### src/rtl/hdlc_deframer.sv
// HDLC receive deframer: finds flags on a serial line, removes stuffed zeros,
// packs bits LSB-first into W-bit words and marks the first and last word of
// each frame. Aborts and frames that close on a partial word are reported on err.
//
// state | meaning
// ------+-----------------------------------------------------------------
// HUNT  | not aligned; waiting for a flag, everything else is ignored
// SYNC  | flag seen; collecting bits, no complete word held yet
// DATA  | at least one complete word held in pending, awaiting next word or flag
module hdlc_deframer #(
    parameter int W = 8,
    parameter int N = 5
) (
    input  logic         clk,
    input  logic         reset,
    input  logic         in_valid,
    input  logic         in,
    output logic [W-1:0] out_data,
    output logic         out_valid,
    output logic         sof,
    output logic         eof,
    output logic         flag,
    output logic         disc,
    output logic         err
);

    // ones_cnt must reach N+2; bit_cnt only ever reaches W-1 before wrapping.
    localparam int OW = $clog2(N + 3);
    localparam int BW = $clog2(W + 1);

    localparam logic [OW-1:0] ONES_STUFF = OW'(N);
    localparam logic [OW-1:0] ONES_FLAG  = OW'(N + 1);
    localparam logic [OW-1:0] ONES_MAX   = OW'(N + 2);
    localparam logic [BW-1:0] BITS_LAST  = BW'(W - 1);
    localparam logic [BW-1:0] BITS_TAIL  = BW'(N + 2);

    typedef enum logic [1:0] {
        HUNT = 2'd0,
        SYNC = 2'd1,
        DATA = 2'd2
    } state_t;

    typedef enum logic [1:0] {
        BIT_DATA  = 2'd0,
        BIT_STUFF = 2'd1,
        BIT_FLAG  = 2'd2,
        BIT_ABORT = 2'd3
    } bit_class_t;

    state_t          state;
    bit_class_t      bit_class;
    logic [OW-1:0]   ones_cnt;
    logic [OW-1:0]   ones_next;
    logic [BW-1:0]   bit_cnt;
    logic [W-1:0]    sh;
    logic [W-1:0]    sh_next;
    logic [W-1:0]    pending;
    logic            pending_valid;
    logic            first_word;

    // Classify the incoming bit from the run of ones seen before it.
    always_comb begin
        bit_class = BIT_DATA;
        if (!in && ones_cnt == ONES_FLAG) begin
            bit_class = BIT_FLAG;
        end else if (!in && ones_cnt == ONES_STUFF) begin
            bit_class = BIT_STUFF;
        end else if (in && ones_cnt == ONES_FLAG) begin
            bit_class = BIT_ABORT;
        end
    end

    // Next value of the ones run counter (saturating) and of the shift register.
    always_comb begin
        ones_next = '0;
        if (in) begin
            ones_next = (ones_cnt == ONES_MAX) ? ones_cnt : ones_cnt + 1'b1;
        end
        sh_next = {in, sh[W-1:1]};
    end

    // Deframing state machine with registered outputs; pulses default low.
    always_ff @(posedge clk) begin
        if (reset) begin
            state         <= HUNT;
            ones_cnt      <= '0;
            bit_cnt       <= '0;
            sh            <= '0;
            pending       <= '0;
            pending_valid <= 1'b0;
            first_word    <= 1'b0;
            out_data      <= '0;
            out_valid     <= 1'b0;
            sof           <= 1'b0;
            eof           <= 1'b0;
            flag          <= 1'b0;
            disc          <= 1'b0;
            err           <= 1'b0;
        end else begin
            out_data  <= '0;
            out_valid <= 1'b0;
            sof       <= 1'b0;
            eof       <= 1'b0;
            flag      <= 1'b0;
            disc      <= 1'b0;
            err       <= 1'b0;

            if (in_valid) begin
                ones_cnt <= ones_next;

                case (state)
                    HUNT: begin
                        if (bit_class == BIT_FLAG) begin
                            flag          <= 1'b1;
                            state         <= SYNC;
                            bit_cnt       <= '0;
                            pending_valid <= 1'b0;
                            first_word    <= 1'b1;
                        end
                    end

                    SYNC, DATA: begin
                        case (bit_class)
                            BIT_DATA: begin
                                sh <= sh_next;
                                if (bit_cnt == BITS_LAST) begin
                                    // A new word is complete: release the one held
                                    // before it, then hold the new one until we know
                                    // whether it is the frame's last.
                                    if (pending_valid) begin
                                        out_valid  <= 1'b1;
                                        out_data   <= pending;
                                        sof        <= first_word;
                                        first_word <= 1'b0;
                                    end
                                    pending       <= sh_next;
                                    pending_valid <= 1'b1;
                                    bit_cnt       <= '0;
                                    state         <= DATA;
                                end else begin
                                    bit_cnt <= bit_cnt + 1'b1;
                                end
                            end

                            BIT_STUFF: begin
                                disc <= 1'b1;
                            end

                            BIT_FLAG: begin
                                flag <= 1'b1;
                                // A clean frame ends with exactly the flag's own
                                // leading 0 and N+1 ones sitting in the partial word.
                                if (pending_valid) begin
                                    if (bit_cnt == BITS_TAIL) begin
                                        out_valid <= 1'b1;
                                        out_data  <= pending;
                                        sof       <= first_word;
                                        eof       <= 1'b1;
                                    end else begin
                                        err <= 1'b1;
                                    end
                                end
                                state         <= SYNC;
                                bit_cnt       <= '0;
                                pending_valid <= 1'b0;
                                first_word    <= 1'b1;
                            end

                            BIT_ABORT: begin
                                err           <= 1'b1;
                                state         <= HUNT;
                                bit_cnt       <= '0;
                                pending_valid <= 1'b0;
                            end

                            default: begin
                                state <= HUNT;
                            end
                        endcase
                    end

                    default: begin
                        state <= HUNT;
                    end
                endcase
            end
        end
    end

endmodule

### config.mk
export PLATFORM = sky130hd
export DESIGN_NAME = hdlc_deframer
export DESIGN_NICKNAME = d
export VERILOG_FILES = /design/src/rtl/hdlc_deframer.sv
export SDC_FILE = /design/constraint.sdc
export NUM_CORES = 1
export LEC_CHECK = 0
export CORE_UTILIZATION = 40
export CTS_CLUSTER_SIZE = 30
export DETAILED_ROUTE_END_ITERATION = 10
export PLACE_DENSITY = 0.6
export SETUP_SLACK_MARGIN = 0.05
export SYNTH_ARGS = -nofsm -noshare
export SYNTH_HDL_FRONTEND = slang
export SYNTH_SLANG_ARGS = --single-unit
### constraint.sdc
create_clock -name clk -period 4.4 [get_ports clk]
set_input_delay 0.88 -clock clk [delete_from_list [all_inputs] [get_ports clk]]
set_output_delay 0.88 -clock clk [all_outputs]
set_load 0.02 [all_outputs]
==> summary.txt <==
Clock tree
  – Post-CTS Setup Repair Bufs: 0
  – CTS hold repair buffers: 0
  – Root Driver: sky130_fd_sc_hd__clkbuf_8
  – Clock edge transition at the registers on the reported setup and hold paths: 0.08 ns
  – Clk sink count: 40
  – CTS tree: yes
  – Largest buffer count on any clock path: 2
  – Worst-Skew Late Latency: 0.29 ns
  – H-tree depth: 2
  – Number of gates resized after CTS: 0
  – Clock buffers created by TritonCTS: 5

Floorplan
  – Die outline height: 67.8 um
  – Total I/O pin count: 18
  – Full die area: 4600 um2
  – Standard-cell row count: 23
  – Placeable core area: 4090 um2
  – Horizontal die dimension: 67.8 um
  – Initial cell density of the core: 42.4%

GRT
  – Fraction of met1 tracks used by global routing: 20.1%
  – Maximum number of pins on one net before global-route repair: 30
  – Met3 track utilization from global routing: 6.08%
  – Aggregate global-route resource usage: 16.8%
  – Number of antenna violations at the first check in global routing: 0
  – Total gr overflow: 0
  – Global-route wire length before repair: 5.54 mm
  – Met2 demand-to-capacity share in global routing: 27.1%
  – Number of global-route vias before repair: 1222
  – Most utilized layer in the global route result: met2

STA
  – RSZ-0062 raised after global routing: false
  – Total count of max-transition violations in the final report: 0
  – Hold slack final: 0.459 ns
  – Sum of negative setup slack: 0 ns
  – Final Skew: 0.00216 ns
  – Slew Limit Headroom: 27.1%
  – Number of failing hold endpoints at the final stage: 0
  – Maximum clock rate: 0.326 GHz
  – Tightest Pin Transition: 1.09 ns
  – Fraction of the cycle the final worst path needs: 69.7%
  – Final critical delay including setup and external delays: 3.07 ns
  – Final setup violating endpoints: 0

Logic synthesis
  – Ranking of synthesized cells by area: sky130_fd_sc_hd__dfxtp_1 46%, sky130_fd_sc_hd__ha_1 8.7%, sky130_fd_sc_hd__mux2i_1 8.7%
  – #FFs+latches synth: 40
  – Simple-gate portion of the synthesized area: 24.0%
  – Post-synthesis share of cell area spent on xor and xnor gates: 0%
  – Post-synthesis cell area: 1730 um2
  – Dominant combinational cell family by area after synthesis: simple AND/OR/NAND/NOR gates
  – Share of synthesized cell area in full adder, half adder and majority cells: 8.67%
  – Number of nets produced by synthesis: 197
  – Gate count of the mapped netlist: 181
  – Top FF cell, synth: sky130_fd_sc_hd__dfxtp_1
  – Sequential share of the synthesized area: 46.2%
  – Fraction of synthesized cell area taken by the top area cell type: 46.2%
  – Yosys cell types: 36
  – Synth area leader: sky130_fd_sc_hd__dfxtp_1
  – Post-synthesis compound-gate area fraction: 9.47%
  – Fraction of synthesized area in multiplexers: 8.67%
  – Number of warnings issued by yosys: 0
  – Number of enable-type register cells in the synthesized netlist: 0
  – Syn_area_per_cell: 9.57 um2
  – Synth async-reset ratio: 0%

Detailed routing
  – Routed via count divided by cell count: 5.13
  – Via count of the routed design: 1287
  – DRC marker count from the first detailed-route iteration: 76
  – Per-cell routed wire length: 12.8 um
  – Post-route antenna net violation count: 0
  – Wire length reported by the detailed router: 3.21 mm
  – First-pass iteration count of the detailed router: 4
  – Detailed-route DRC error count: 0

Worst setup path
  – Critical path data arrival time: 3.21 ns
  – Worst reg2reg startpoint: ones_cnt[0]
  – Endpoint of the most critical setup path: pending[6]
  – R2r worst-path depth: 10
  – Slack of the worst reg-to-reg path: 1.85 ns
  – Worst setup EP type: flop
  – Worst Path Class, Setup: in2reg
  – Worst setup path startpoint: in
  – Largest fanout of any net on the critical path: 13
  – Startpoint type of the worst setup path: primary input
  – Critical path data required time: 4.54 ns
  – FF-to-FF End: pending[6]

Finish
  – Ant diodes: 0
  – Fraction of final layout cells with drive strength greater than 1: 7.46%
  – Fin util: 50.5%
  – Area growth from synthesis to final layout: 19.2%
  – Filler-free cell count of the finished design: 251
  – Fillcell total: 379
  – Fin nets: 216

Pwr
  – Worst IR drop on VDD: 150 uV
  – Total Power Consumption: 695 uW
  – Static leakage power: 0.000836 uW
  – Power per cell area: 336 nW/um2

Run status
  – Result of the run: finished, final reports clean

Placement
  – Number of I/O port buffers: 17
  – Final weighted congestion in routability-driven placement: 0.847
  – Number of placed instances, taps included: 243
  – Final HPWL from detailed placement: 2.25 mm

Hold path
  – Type of the most critical hold path: reg2reg

Job
  – Count of maximum capacitance violations: 0
registers in the layout, summed over array words and instances (netlist names), 2 cells and up:
name / flops
bit_cnt: 4
ones_cnt: 3
out_data: 8
pending: 8
sh: 7
state: 2
worst min-delay path by stage:
stage | start | slack (ns) | end | depth (start not counted)
finish | pending[1] | 0.46 | out_data[1] | 1
global route | pending[2] | 0.48 | out_data[2] | 1
CTS | pending[2] | 0.46 | out_data[2] | 1
detailed placement | pending[2] | 0.44 | out_data[2] | 1
global placement | pending[6] | 0.44 | out_data[6] | 1
floorplan | pending[0] | 0.43 | out_data[0] | 1
worst max-delay path, cell delays in order:
cell	delay [ns]
sky130_fd_sc_hd__clkdlybuf4s50_1	0.61
sky130_fd_sc_hd__nor2_1	0.08
sky130_fd_sc_hd__nand2_1	0.07
sky130_fd_sc_hd__nand2_1	0.06
sky130_fd_sc_hd__nand2_1	0.11
sky130_fd_sc_hd__ha_1	0.44
sky130_fd_sc_hd__nand3_2	0.39
sky130_fd_sc_hd__nor2_8	0.30
sky130_fd_sc_hd__mux2i_1	0.23
sky130_fd_sc_hd__nor2_1	0.05
through the flow:
stage / instance area, um2 / setup WS [ns]
floorplan: 1730 / 2.17
global placement: 1940 / 1.07
detailed placement: 1940 / 1.01
CTS: 2060 / 1.30
global route: 2060 / 1.12
finish: 2060 / 1.33
cells in the mapped netlist, types with 2 or more instances:
cell,instances
sky130_fd_sc_hd__inv_1,8
sky130_fd_sc_hd__a21oi_1,8
sky130_fd_sc_hd__mux2i_1,15
sky130_fd_sc_hd__buf_2,2
sky130_fd_sc_hd__o21ai_0,5
sky130_fd_sc_hd__nor2b_1,4
sky130_fd_sc_hd__nor3_2,2
sky130_fd_sc_hd__ha_1,12
sky130_fd_sc_hd__and2_1,10
sky130_fd_sc_hd__clkbuf_1,3
sky130_fd_sc_hd__nor4_1,2
sky130_fd_sc_hd__nor3_1,3
sky130_fd_sc_hd__nand2_1,13
sky130_fd_sc_hd__nand4b_1,2
sky130_fd_sc_hd__a2bb2oi_1,2
sky130_fd_sc_hd__nor2_1,26
sky130_fd_sc_hd__a31oi_1,2
sky130_fd_sc_hd__nand2b_1,3
sky130_fd_sc_hd__nand3b_1,2
sky130_fd_sc_hd__dfxtp_1,40
sky130_fd_sc_hd__or4_1,2
power by group:
group / switching, uW / total (uW) / internal (uW) / leakage, uW
clock network: 130 / 316 / 185 / 0.0000614
logic: 9.63 / 15.4 / 5.79 / 0.000453
registers: 0.969 / 363 / 362 / 0.000322
layout by cell type, fill, tap and decap left out, drive strengths merged, types with 6 or more instances in the layout:
master,netlist,layout
nor2,28,28
dfxtp,40,40
mux2i,15,15
and2,10,10
inv,8,8
ha,12,12
a21oi,8,8
clkdlybuf4s50,0,17
clkbuf,3,6
nand2,13,13
routing by layer:
layer | vias up | share of wire [%]
met3 | 4 | 3.1
li1 | 664 | -
met1 | 596 | 48
met4 | 0 | 1.4
met2 | 23 | 47
met5 | - | 0
area by class of cell:
type	count	area (um2)	share of cell area, %
Inverter	8	30.0	1.45
Multi-Input combinational cell	128	880	42.6
Sequential cell	40	801	38.8
Timing Repair Buffer	17	170	8.24
Clock inverter	2	38.8	1.88
Clock buffer	6	82.6	4.00
Tap cell	50	62.6	3.03
kinds of logic after synthesis:
| kind of cell | Yosys count |
|---|---|
| compound gates | 25 |
| simple gates | 76 |
| mux | 15 |
| buf+inv | 13 |
| flops | 40 |
| fa+ha+maj | 12 |
(Power assumes the default switching activity.)
==> RTL edit, RTL diff (same settings) <==
`N`: 5 -> 6.
--- a/src/rtl/hdlc_deframer.sv
+++ b/src/rtl/hdlc_deframer.sv
@@ -9,7 +9,7 @@
 // DATA  | at least one complete word held in pending, awaiting next word or flag
 module hdlc_deframer #(
     parameter int W = 8,
-    parameter int N = 5
+    parameter int N = 6
 ) (
     input  logic         clk,
     input  logic         reset,
Behaviour: not the same (Yosys sat finds a counterexample within 10 cycles, from zero or initial values and one cycle with reset high).
==> RTL edit against the original RTL <==
Clock skew grew 0.0055 ns. Routed wire length grew 3.3%. Largest power group unchanged. Sequential share of layout area decreased by 0.47 points. Critical path depth down 2. Sequential cell count is 1 higher. Largest cell class unchanged. Setup slack got worse by 0.089 ns. Final area rose by 3.8%. Total power is 0.40% higher. Area after synthesis increased by 4.5%.
==> RTL edit: results (changes against the original RTL) <==
Worst setup path
* endpoint of the most critical setup path: first_word$_SDFFE_PP0P_
* cell depth of the worst flop-to-flop path: 8, -2
* launch instance of the worst register-to-register path: ones_cnt[1]$_SDFFE_PP0P_
* largest driver fanout on the critical path: 9, -4
* dominant delay contributor by cell family on the critical path: compound AO/OA/AOI/OAI gates

Routing
* routed length on met2: 1650 um, +9.5%
* metal1 wirelength: 1510 um, -3.3%
* final routed wire length divided by cell count: 12.9 um, +0.92%
* detailed route wirelength on metal3: 89 um, -9.2%
* 1st-iter DRT viols: 47, -38%

Placement
* Placed Cells incl. Taps: 249, +2.5%
* Post-DP Area: 2020 um^2, +4.1%
* placer congestion estimate: 0.851, +0.48%

Run status
* status: completed

Power and ir drop
* total leakage power: 0.000811 uW, -3.0%
* worst vdd rail ir drop: 0.192 mV, +28%

Global route
* global-route track usage on met1: 16.4%, -3.7 points
* overall track demand over capacity in global routing: 14.7%, -2.1 points
* routing usage on met2: 26.2%, -0.89 points

STA
* final setup skew: 0.00767 ns, +0.00551 ns
* hold slack final: 0.465 ns, +0.00581 ns

Final layout
* fin nets: 219, +1.4%
* Final Non-Filler Cells: 257, +2.4%

Logic synthesis
* Cell variety after synth: 45, +25%
* post-synthesis average cell area: 9.73 um^2, +1.7%
* Syn Nets: 201, +2.0%
* Commonest cells post-synth: 41 x sky130_fd_sc_hd__dfxtp_1, 17 x sky130_fd_sc_hd__nor2_1, 15 x sky130_fd_sc_hd__inv_1

## RTL edit: cell count changes after synthesis, sizes merged, moves of 3 or more
cell    delta
nand2      -4
and3       +3
nor2      -10
inv        +8
a311oi     +3
## RTL edit: report_power, final
part | internal, uW | total (uW) | switching, uW
sequential | 371 | 372 | 0.758
clock | 184 | 309 | 125
combinational | 4.93 | 15.9 | 11.0
## RTL edit: kinds of logic (layout without fill, tap and decap cells)
family          after synthesis  in the layout  share of synthesized area [%]
simple gates                 68             68                           21.8
flops                        41             41                           45.4
compound gates               29             29                           12.5
buf+inv                      23             42                           4.98
mux                          14             14                           7.75
fa+ha+maj                    11             11                           7.61
## RTL edit: cell type report
cell class                 instances  area (um^2)
fill                             397         2210
multi-input combinational        122          898
sequential                        41          821
timing repair buffer              18          178
clock buffer                       6         82.6
tap                               52         65.1
inverter                          16         60.1
clock inverter                     2         37.5
